==> src/rtl/rr_arb_mux.sv <==
// rr_arb_mux: NUM_CH-channel, WIDTH-bit arbitrated mux with valid/ready on every side.
// Arbitration is fixed priority (RR_EN=0, channel 0 highest) or round-robin (RR_EN=1).
// A single output register gives one-cycle latency and full throughput.
// Optional packet lock with last_i/last_o is enabled by defining RR_ARB_MUX_LAST_EN.
module rr_arb_mux #(
  parameter int unsigned NUM_CH = 4,
  parameter int unsigned WIDTH  = 8,
  parameter int unsigned RR_EN  = 1
) (
  input  logic                    clk,
  input  logic                    reset_n,
  input  logic [NUM_CH-1:0]       req_i,
  input  logic [NUM_CH*WIDTH-1:0] data_i,
`ifdef RR_ARB_MUX_LAST_EN
  input  logic [NUM_CH-1:0]       last_i,
  output logic                    last_o,
`endif
  output logic [NUM_CH-1:0]       ready_o,
  output logic                    valid_o,
  output logic [WIDTH-1:0]        data_o,
  output logic [NUM_CH-1:0]       gnt_o,
  input  logic                    ready_i
);

  localparam int unsigned PtrW = $clog2(NUM_CH);

  logic [PtrW-1:0]   ptr_q, ptr_d;
  logic              valid_q, valid_d;
  logic [WIDTH-1:0]  data_q, data_d;
  logic [NUM_CH-1:0] gnt_q, gnt_d;

  logic              load;
  logic              found;
  logic [PtrW-1:0]   win_idx;
  logic [NUM_CH-1:0] win;
  logic              xfer;
  logic              advance;
  logic [PtrW-1:0]   ptr_next;

  logic [WIDTH-1:0]  ch_data [NUM_CH];

  for (genvar g = 0; g < NUM_CH; g++) begin : g_ch_data
    assign ch_data[g] = data_i[g*WIDTH +: WIDTH];
  end

`ifdef RR_ARB_MUX_LAST_EN
  logic            lock_q, lock_d;
  logic [PtrW-1:0] lock_ch_q, lock_ch_d;
  logic            last_q, last_d;
`endif

  // Output register can take a new beat when empty or being drained this cycle
  assign load = ~valid_q | ready_i;

  // Arbitration: scan from ptr (round-robin) or from 0 (fixed priority), first requester wins
  always_comb begin
    int unsigned     k;
    logic [PtrW-1:0] start;
    k       = 0;
    found   = 1'b0;
    win_idx = '0;
    start   = (RR_EN != 0) ? ptr_q : '0;
    for (int unsigned i = 0; i < NUM_CH; i++) begin
      k = i + 32'(start);
      if (k >= NUM_CH) k = k - NUM_CH;
      if (!found && req_i[PtrW'(k)]) begin
        found   = 1'b1;
        win_idx = PtrW'(k);
      end
    end
`ifdef RR_ARB_MUX_LAST_EN
    // Mid-packet only the owning channel may win, even if it is idle this cycle
    if (lock_q) begin
      found   = req_i[lock_ch_q];
      win_idx = lock_ch_q;
    end
`endif
    win = '0;
    win[win_idx] = found;
  end

  assign ready_o  = win & {NUM_CH{load & reset_n}};
  assign xfer     = load & found;
  assign ptr_next = (win_idx == PtrW'(NUM_CH - 1)) ? '0 : win_idx + 1'b1;

`ifdef RR_ARB_MUX_LAST_EN
  assign advance = last_i[win_idx];
`else
  assign advance = 1'b1;
`endif

  // Next-state for the output register and the round-robin pointer
  always_comb begin
    valid_d = valid_q;
    data_d  = data_q;
    gnt_d   = gnt_q;
    ptr_d   = ptr_q;
    if (load) begin
      if (found) begin
        valid_d = 1'b1;
        data_d  = ch_data[win_idx];
        gnt_d   = win;
        if ((RR_EN != 0) && advance) ptr_d = ptr_next;
      end else begin
        valid_d = 1'b0;
        gnt_d   = '0;
      end
    end
  end

`ifdef RR_ARB_MUX_LAST_EN
  // Packet lock tracking: a non-last beat claims the mux for its channel
  always_comb begin
    lock_d    = lock_q;
    lock_ch_d = lock_ch_q;
    last_d    = last_q;
    if (xfer) begin
      lock_d    = ~last_i[win_idx];
      lock_ch_d = win_idx;
      last_d    = last_i[win_idx];
    end
  end

  // Lock state registers
  always_ff @(posedge clk or negedge reset_n) begin
    if (!reset_n) begin
      lock_q    <= 1'b0;
      lock_ch_q <= '0;
      last_q    <= 1'b0;
    end else begin
      lock_q    <= lock_d;
      lock_ch_q <= lock_ch_d;
      last_q    <= last_d;
    end
  end

  assign last_o = last_q;
`endif

  // Output stage and pointer registers
  always_ff @(posedge clk or negedge reset_n) begin
    if (!reset_n) begin
      valid_q <= 1'b0;
      data_q  <= '0;
      gnt_q   <= '0;
      ptr_q   <= '0;
    end else begin
      valid_q <= valid_d;
      data_q  <= data_d;
      gnt_q   <= gnt_d;
      ptr_q   <= ptr_d;
    end
  end

  assign valid_o = valid_q;
  assign data_o  = data_q;
  assign gnt_o   = gnt_q;

endmodule

==> config.mk <==
export PLATFORM = sky130hd
export DESIGN_NAME = rr_arb_mux
export DESIGN_NICKNAME = d
export VERILOG_FILES = /design/src/rtl/rr_arb_mux.sv
export SDC_FILE = /design/constraint.sdc
export NUM_CORES = 1
export LEC_CHECK = 0
export ABC_AREA = 1
export BUFFER_PORTS_ARGS = -buffer_cell sky130_fd_sc_hd__buf_2
export CAP_MARGIN = 10
export CORE_MARGIN = 2
export CORE_UTILIZATION = 30
export CTS_BUF_LIST = sky130_fd_sc_hd__clkbuf_4 sky130_fd_sc_hd__clkbuf_8 sky130_fd_sc_hd__clkbuf_16
export DETAILED_ROUTE_END_ITERATION = 8
export GPL_TIMING_DRIVEN = 0
export SLEW_MARGIN = 10
export SYNTH_ARGS = -nofsm -noshare
export SYNTH_HDL_FRONTEND = slang
export SYNTH_SLANG_ARGS = --single-unit
==> constraint.sdc <==
create_clock -name clk -period 6 [get_ports clk]
set_input_delay 1.2 -clock clk [delete_from_list [all_inputs] [get_ports clk]]
set_output_delay 1.2 -clock clk [all_outputs]
set_load 0.1 [all_outputs]
==> results of run 1 <==
worst max-delay path: stages:
cell and delay (ps):
buf_2 100, inv_1 60, nand2_1 90, nand3_2 90, nand2_2 90, nor2_4 150, nand3_2 120, nand2_4 140
nand2_4 110, buf_6 160, inv_1 70, ha_1 140, inv_1 40, nor3_1 210, buf_2 460
path summary, 6_finish.rpt:
| path | slack (ps) | endpoint | cells past startpoint | from |
|---|---|---|---|---|
| setup / recovery | 1550 | ready_o[0] | 15 | req_i[2] |
| hold reg to reg | 480 | data_o[7] | 2 | data_o[7] |
| hold / removal | 480 | data_o[7] | 2 | data_o[7] |
| setup reg to reg | 3940 | gnt_o[0] | 14 | ptr_q[1] |
| min in group asynchronous | 850 | data_o[1] | 1 | reset_n |
| max in group asynchronous | 4880 | data_o[5] | 1 | reset_n |
cell usage after synthesis:
master	n
nand2_1	82
inv_1	46
nand3_1	40
dfrtp_1	15
nand2_2	9
o21ai_0	6
ha_1	4
inv_2	4
nor3_1	4
buf_2	3
nand3_2	3
buf_6	2
nand2_4	2
nor2_4	2
buf_4	1
clkinv_1	1
nand4_1	1
o21ai_1	1
through the flow:
step,std cells,utilization (%),area [sq um]
floorplan,226,-,1363
global placement,333,39.11,1703
detailed placement,333,39.11,1703
CTS,337,40.17,1749
global route,337,40.17,1749
finish,337,40.17,1749
sequential cells by signal, summed over array words and instances (netlist names):
signal / flops
data_o: 8
gnt_o: 4
ptr_q: 2
valid_o: 1
routing by layer:
metal / track usage [%] / share of wire [%] / vias to the layer above / wire length (um)
li1: - / - / 800 / -
met1: 19.37 / 47 / 613 / 1584
met2: 25.10 / 46 / 53 / 1571
met3: 0.9845 / 5.7 / 5 / 193
met4: 4.403 / 1.4 / 0 / 47
met5: 0 / 0 / - / 0
cells by family (layout without fill, tap and decap cells):
logic type                 count (synthesis)  count (layout)
adders and majority gates                  4               4
buffers and inverters                     57             116
and+or+nand+nor                          143             143
DFF                                       15              15
AOI/OAI and AO/OA                          7               7
area by class of cell:
type	instances	area share, %
plain buffers	6	2.575
clock buffers	3	2.361
clock inverters	1	0.2861
inverters	51	10.94
multi-input cells	154	42.92
flip-flops and latches	15	21.46
well taps	52	3.720
repair buffers	55	15.74
==> flow_metrics.env, run 1 <==
export IMPL_setup_viol=0
export IMPL_synth_fa_ha_area_share_pct=3.673
export IMPL_tns_ps=0
export IMPL_coreArea_sq_mm=0.004354
export IMPL_crit_path_end_kind="output pin"
export IMPL_grt_pass1_vias=1445
export IMPL_fp_dieW_um=71.40
export IMPL_mostFrequentLayoutCell="nand2_1"
export IMPL_synth_top_area_share_pct=27.55
export IMPL_fin_crit_sh_pct=74.23
export IMPL_synth_area_sq_mm=0.001363
export IMPL_post_cts_buffers=0
export IMPL_maxCapViolCount=0
export IMPL_layout_common_cells="nand2_1 (82), buf_2 (58), inv_1 (46), nand3_1 (40), dfrtp_1 (15)"
export IMPL_clock_sinks=15
export IMPL_hold_buffers=0
export IMPL_synth_compound_area_share_pct=2.571
export IMPL_hold_path_class="flop to flop"
export IMPL_path_clk_slew_ps=60
export IMPL_vias=1471
export IMPL_start_kind="input pin"
export IMPL_dr_pass1_iters=6
export IMPL_fmax_mhz=224.5
export IMPL_syn_inst=226
export IMPL_cts_tree="built"
export IMPL_critical_path_class="input pin to output pin"
export IMPL_wl_per_cell_um=10.08
export IMPL_clock_latency_ps=250
export IMPL_synth_area_per_cell_sq_um=6.029
export IMPL_synthDistinctLibCells=18
export IMPL_rsz0062_at_grt="false"
export IMPL_status="completed"
export IMPL_yosysWarnings=0
export IMPL_dp_slack_ps=1578
export IMPL_yosysTopAreaCell="dfrtp_1"
export IMPL_gr_total_overflow=0
export IMPL_port_buffers=55
export IMPL_cts_resized_gates=0
export IMPL_relSlewSlack_pct=67.73
export IMPL_worstMarginPinSlew_ps=487.5
export IMPL_drc=0
export IMPL_vias_per_cell=4.365
export IMPL_root_buffer="clkbuf_8"
export IMPL_cts_htree_levels=1
export IMPL_cp_data_arrival_time_ps=3250
export IMPL_ios=56
export IMPL_num_antenna_cells=0
export IMPL_synth_yosys_seq_area_share_pct=27.55
export IMPL_fin_ws_ps=1546
export IMPL_regArea_sq_um=375.4
export IMPL_die_area_sq_mm=0.005097
export IMPL_finalHoldViolCount=0
export IMPL_syn_to_final_growth_pct=28.37
export IMPL_drive_gt1_share_pct=29.82
export IMPL_synth_xor_area_share_pct=0
export IMPL_drv_slew=0
export IMPL_holdWs_ps=478.7
export IMPL_synthSimpleGateAreaFrac_pct=48.85
export IMPL_antenna_found_initial=0
export IMPL_synth_top_family_by_area="simple AND/OR/NAND/NOR gates"
export IMPL_routed_wl_um=3397
export IMPL_multi_input_area_sq_um=750.7
export IMPL_cts_buffers=3
export IMPL_critPathMaxFanout=11
export IMPL_synth_seq_cells=15
export IMPL_drt_iter0_drc=48
export IMPL_fin_crit_ps=4454
export IMPL_row_count=24
export IMPL_skew_ps=8.404
export IMPL_clk_path_buf_depth=2
export IMPL_grt_max_degree=17
export IMPL_dpl_hpwl_um=2698
export IMPL_nets=329
export IMPL_die_height_um=71.40
export IMPL_antenna_left=0
export IMPL_ys_top_cells_by_area="dfrtp_1 (28%), nand2_1 (23%), nand3_1 (15%)"
export IMPL_nFillCells=484
export IMPL_syn_nets=269
export IMPL_gp_congestion=0.8915
export IMPL_grt_pass1_wl_um=6065
export IMPL_grt_util_all_layers_pct=14.50
export IMPL_worstPathRequired_ps=4800
export IMPL_muxShareOfSynthArea_pct=0
export IMPL_initial_core_util_pct=31.29
Power of run 1 is not shown: default switching activity piles up to over one toggle a cycle in this logic, so the estimate is an artifact.
==> run 2: changes to the inputs <==
- clock period: 6 -> 3.65 ns (I/O delays scaled with it)
==> run 2 against run 1 <==
  * Utilization up 1.1 points
  * First-iteration DRC count grew 67%
  * Register-to-register slack got worse by 2300 ps
  * Die area unchanged
  * Via count rose by 0.68%
  * Non-clock buffer count unchanged
  * Hold slack got worse by 98 ps
  * Cell count is the same
  * Wire length fell by 0.38%
  * Critical path depth unchanged
  * Critical path type unchanged
  * Critical endpoint unchanged
  * Highest routed layer unchanged
==> flow_metrics.env, run 2 (synthesis results as in run 1) <==
export IMPL_status="completed"
export IMPL_slowest_delay_ps=440
export IMPL_rsz0062_at_grt="false"
export IMPL_rrSetupSlack_ps=1590
export IMPL_clk_path_buf_depth=2
export IMPL_critPathMaxFanout=11
export IMPL_finalHoldViolCount=0
export IMPL_drt_iter0_drc=80
export IMPL_mostFrequentLayoutCell="nand2_1"
export IMPL_tns_ps=0
export IMPL_cp_data_arrival_time_ps=2730
export IMPL_setup_viol=0
export IMPL_fp_dieW_um=71.40
export IMPL_syn_to_final_growth_pct=31.86
export IMPL_die_height_um=71.40
export IMPL_coreArea_sq_mm=0.004354
export IMPL_nets=329
export IMPL_grt_pass1_wl_um=6147
export IMPL_skew_ps=1.188
export IMPL_vias_per_cell=4.395
export IMPL_grt_util_all_layers_pct=14.68
export IMPL_grt_max_degree=17
export IMPL_place_area_sq_mm=0.001748
export IMPL_clock_sinks=15
export IMPL_drc=0
export IMPL_dr_pass1_iters=4
export IMPL_gr_total_overflow=0
export IMPL_row_count=24
export IMPL_start_kind="input pin"
export IMPL_gp_congestion=0.8125
export IMPL_maxCapViolCount=0
export IMPL_num_antenna_cells=0
export IMPL_final_cell_area_sq_mm=0.001797
export IMPL_wl_per_cell_um=10.04
export IMPL_layout_common_cells="nand2_1 (82), buf_2 (57), inv_1 (46), nand3_1 (40), dfrtp_1 (15)"
export IMPL_vias=1481
export IMPL_fin_crit_sh_pct=94.90
export IMPL_worstPathRequired_ps=2920
export IMPL_port_buffers=55
export IMPL_antenna_left=0
export IMPL_cts_htree_levels=1
export IMPL_crit_path_end_kind="output pin"
export IMPL_die_area_sq_mm=0.005097
export IMPL_root_buffer="clkbuf_8"
export IMPL_fin_crit_ps=3464
export IMPL_relSlewSlack_pct=67.62
export IMPL_largest_reg_flops=8
export IMPL_drive_gt1_share_pct=31.23
export IMPL_dpl_hpwl_um=2699
export IMPL_antenna_found_initial=0
export IMPL_worstMarginPinSlew_ps=489.1
export IMPL_path_common_cell="inv_1"
export IMPL_reg2reg_from="ptr_q[1]"
export IMPL_grt_pass1_vias=1419
export IMPL_cpMaxStageDelayCell="buf_2"
export IMPL_initial_core_util_pct=31.29
export IMPL_crit_path_end="ready_o[0]"
export IMPL_clock_latency_ps=250
export IMPL_drv_slew=0
export IMPL_routed_wl_um=3384
export IMPL_r2r_cells=13
export IMPL_cp_startpoint="req_i[1]"
export IMPL_fmax_mhz=288.7
export IMPL_ios=56
export IMPL_cts_buffers=3
export IMPL_hold_path_class="input pin to async pin"
export IMPL_critical_path_class="input pin to output pin"
export IMPL_path_clk_slew_ps=60
export IMPL_hold_buffers=0
export IMPL_reg2reg_to="ptr_q[1]"
export IMPL_cts_tree="built"
export IMPL_worstPathCellList="buf_2 > inv_1 > nand2_2 > nand3_2 > nand2_2 > nor2_4 > nand3_2 > nand2_4 > nand2_4 > buf_6 > inv_1 > ha_1 > inv_1 > nor3_4 > buf_2"
[run 2: cell types whose count changed in the layout (fill, tap and decap cells not counted), sizes merged]
cell,previous run,this run
buf,61,60
clkbuf,3,4
[run 2: how the worst min path moves through the flow]
stage                         start   endpoint  cells after the start
after global placement    data_o[4]  data_o[4]                      2
final                       reset_n    valid_o                      1
after CTS                   reset_n   gnt_o[2]                      1
after global routing        reset_n    valid_o                      1
after detailed placement  data_o[6]  data_o[6]                      2
after floorplan             reset_n  data_o[0]                      0
[run 2: final cells by class]
class                   instances  area, sq um
plain buffers                   6        45.04
clock buffers                   3        41.29
clock inverters                 1        5.005
fillers                       484         2557
inverters                      51        191.4
multi-input cells             154        795.8
flip-flops and latches         15        375.4
well taps                      52        65.06
repair buffers                 55        277.8
[run 2: critical path: cells and delay by family]
family	cells	cell delay (ps)
and+or+nand+nor	8	910
adders and majority gates	1	140
buffers and inverters	6	940
[run 2: routing by layer]
metal / vias up / GRT usage (%) / routed length (um)
met1: 617 / 20.53 / 1601
met3: 6 / 1.406 / 191
met2: 54 / 23.46 / 1521
met4: 0 / 5.660 / 70
li1: 804 / - / -
met5: - / 0 / 0
[run 2: what timing repair did]
| action | in CTS | in global routing |
|---|---|---|
| gates resized for setup | 0 | 1 |
| setup buffers | 0 | 0 |
| endpoints found under the setup margin | 0 | 1 |
[run 2: metrics by stage]
| step | cells | setup slack [ps] | utilization (%) | hold WS, ps |
|---|---|---|---|---|
| final | 337 | 186.3 | 41.26 | 381.2 |
| after floorplan | 226 | 283.8 | - | 434.4 |
| after detailed placement | 333 | 178.5 | 40.14 | 464.1 |
| after global placement | 333 | 209.8 | 40.14 | 462.4 |
| after global routing | 337 | 22.58 | 41.26 | 409.5 |
| after CTS | 337 | 168.2 | 41.21 | 390.0 |
Power of run 2 is left out for the same reason.
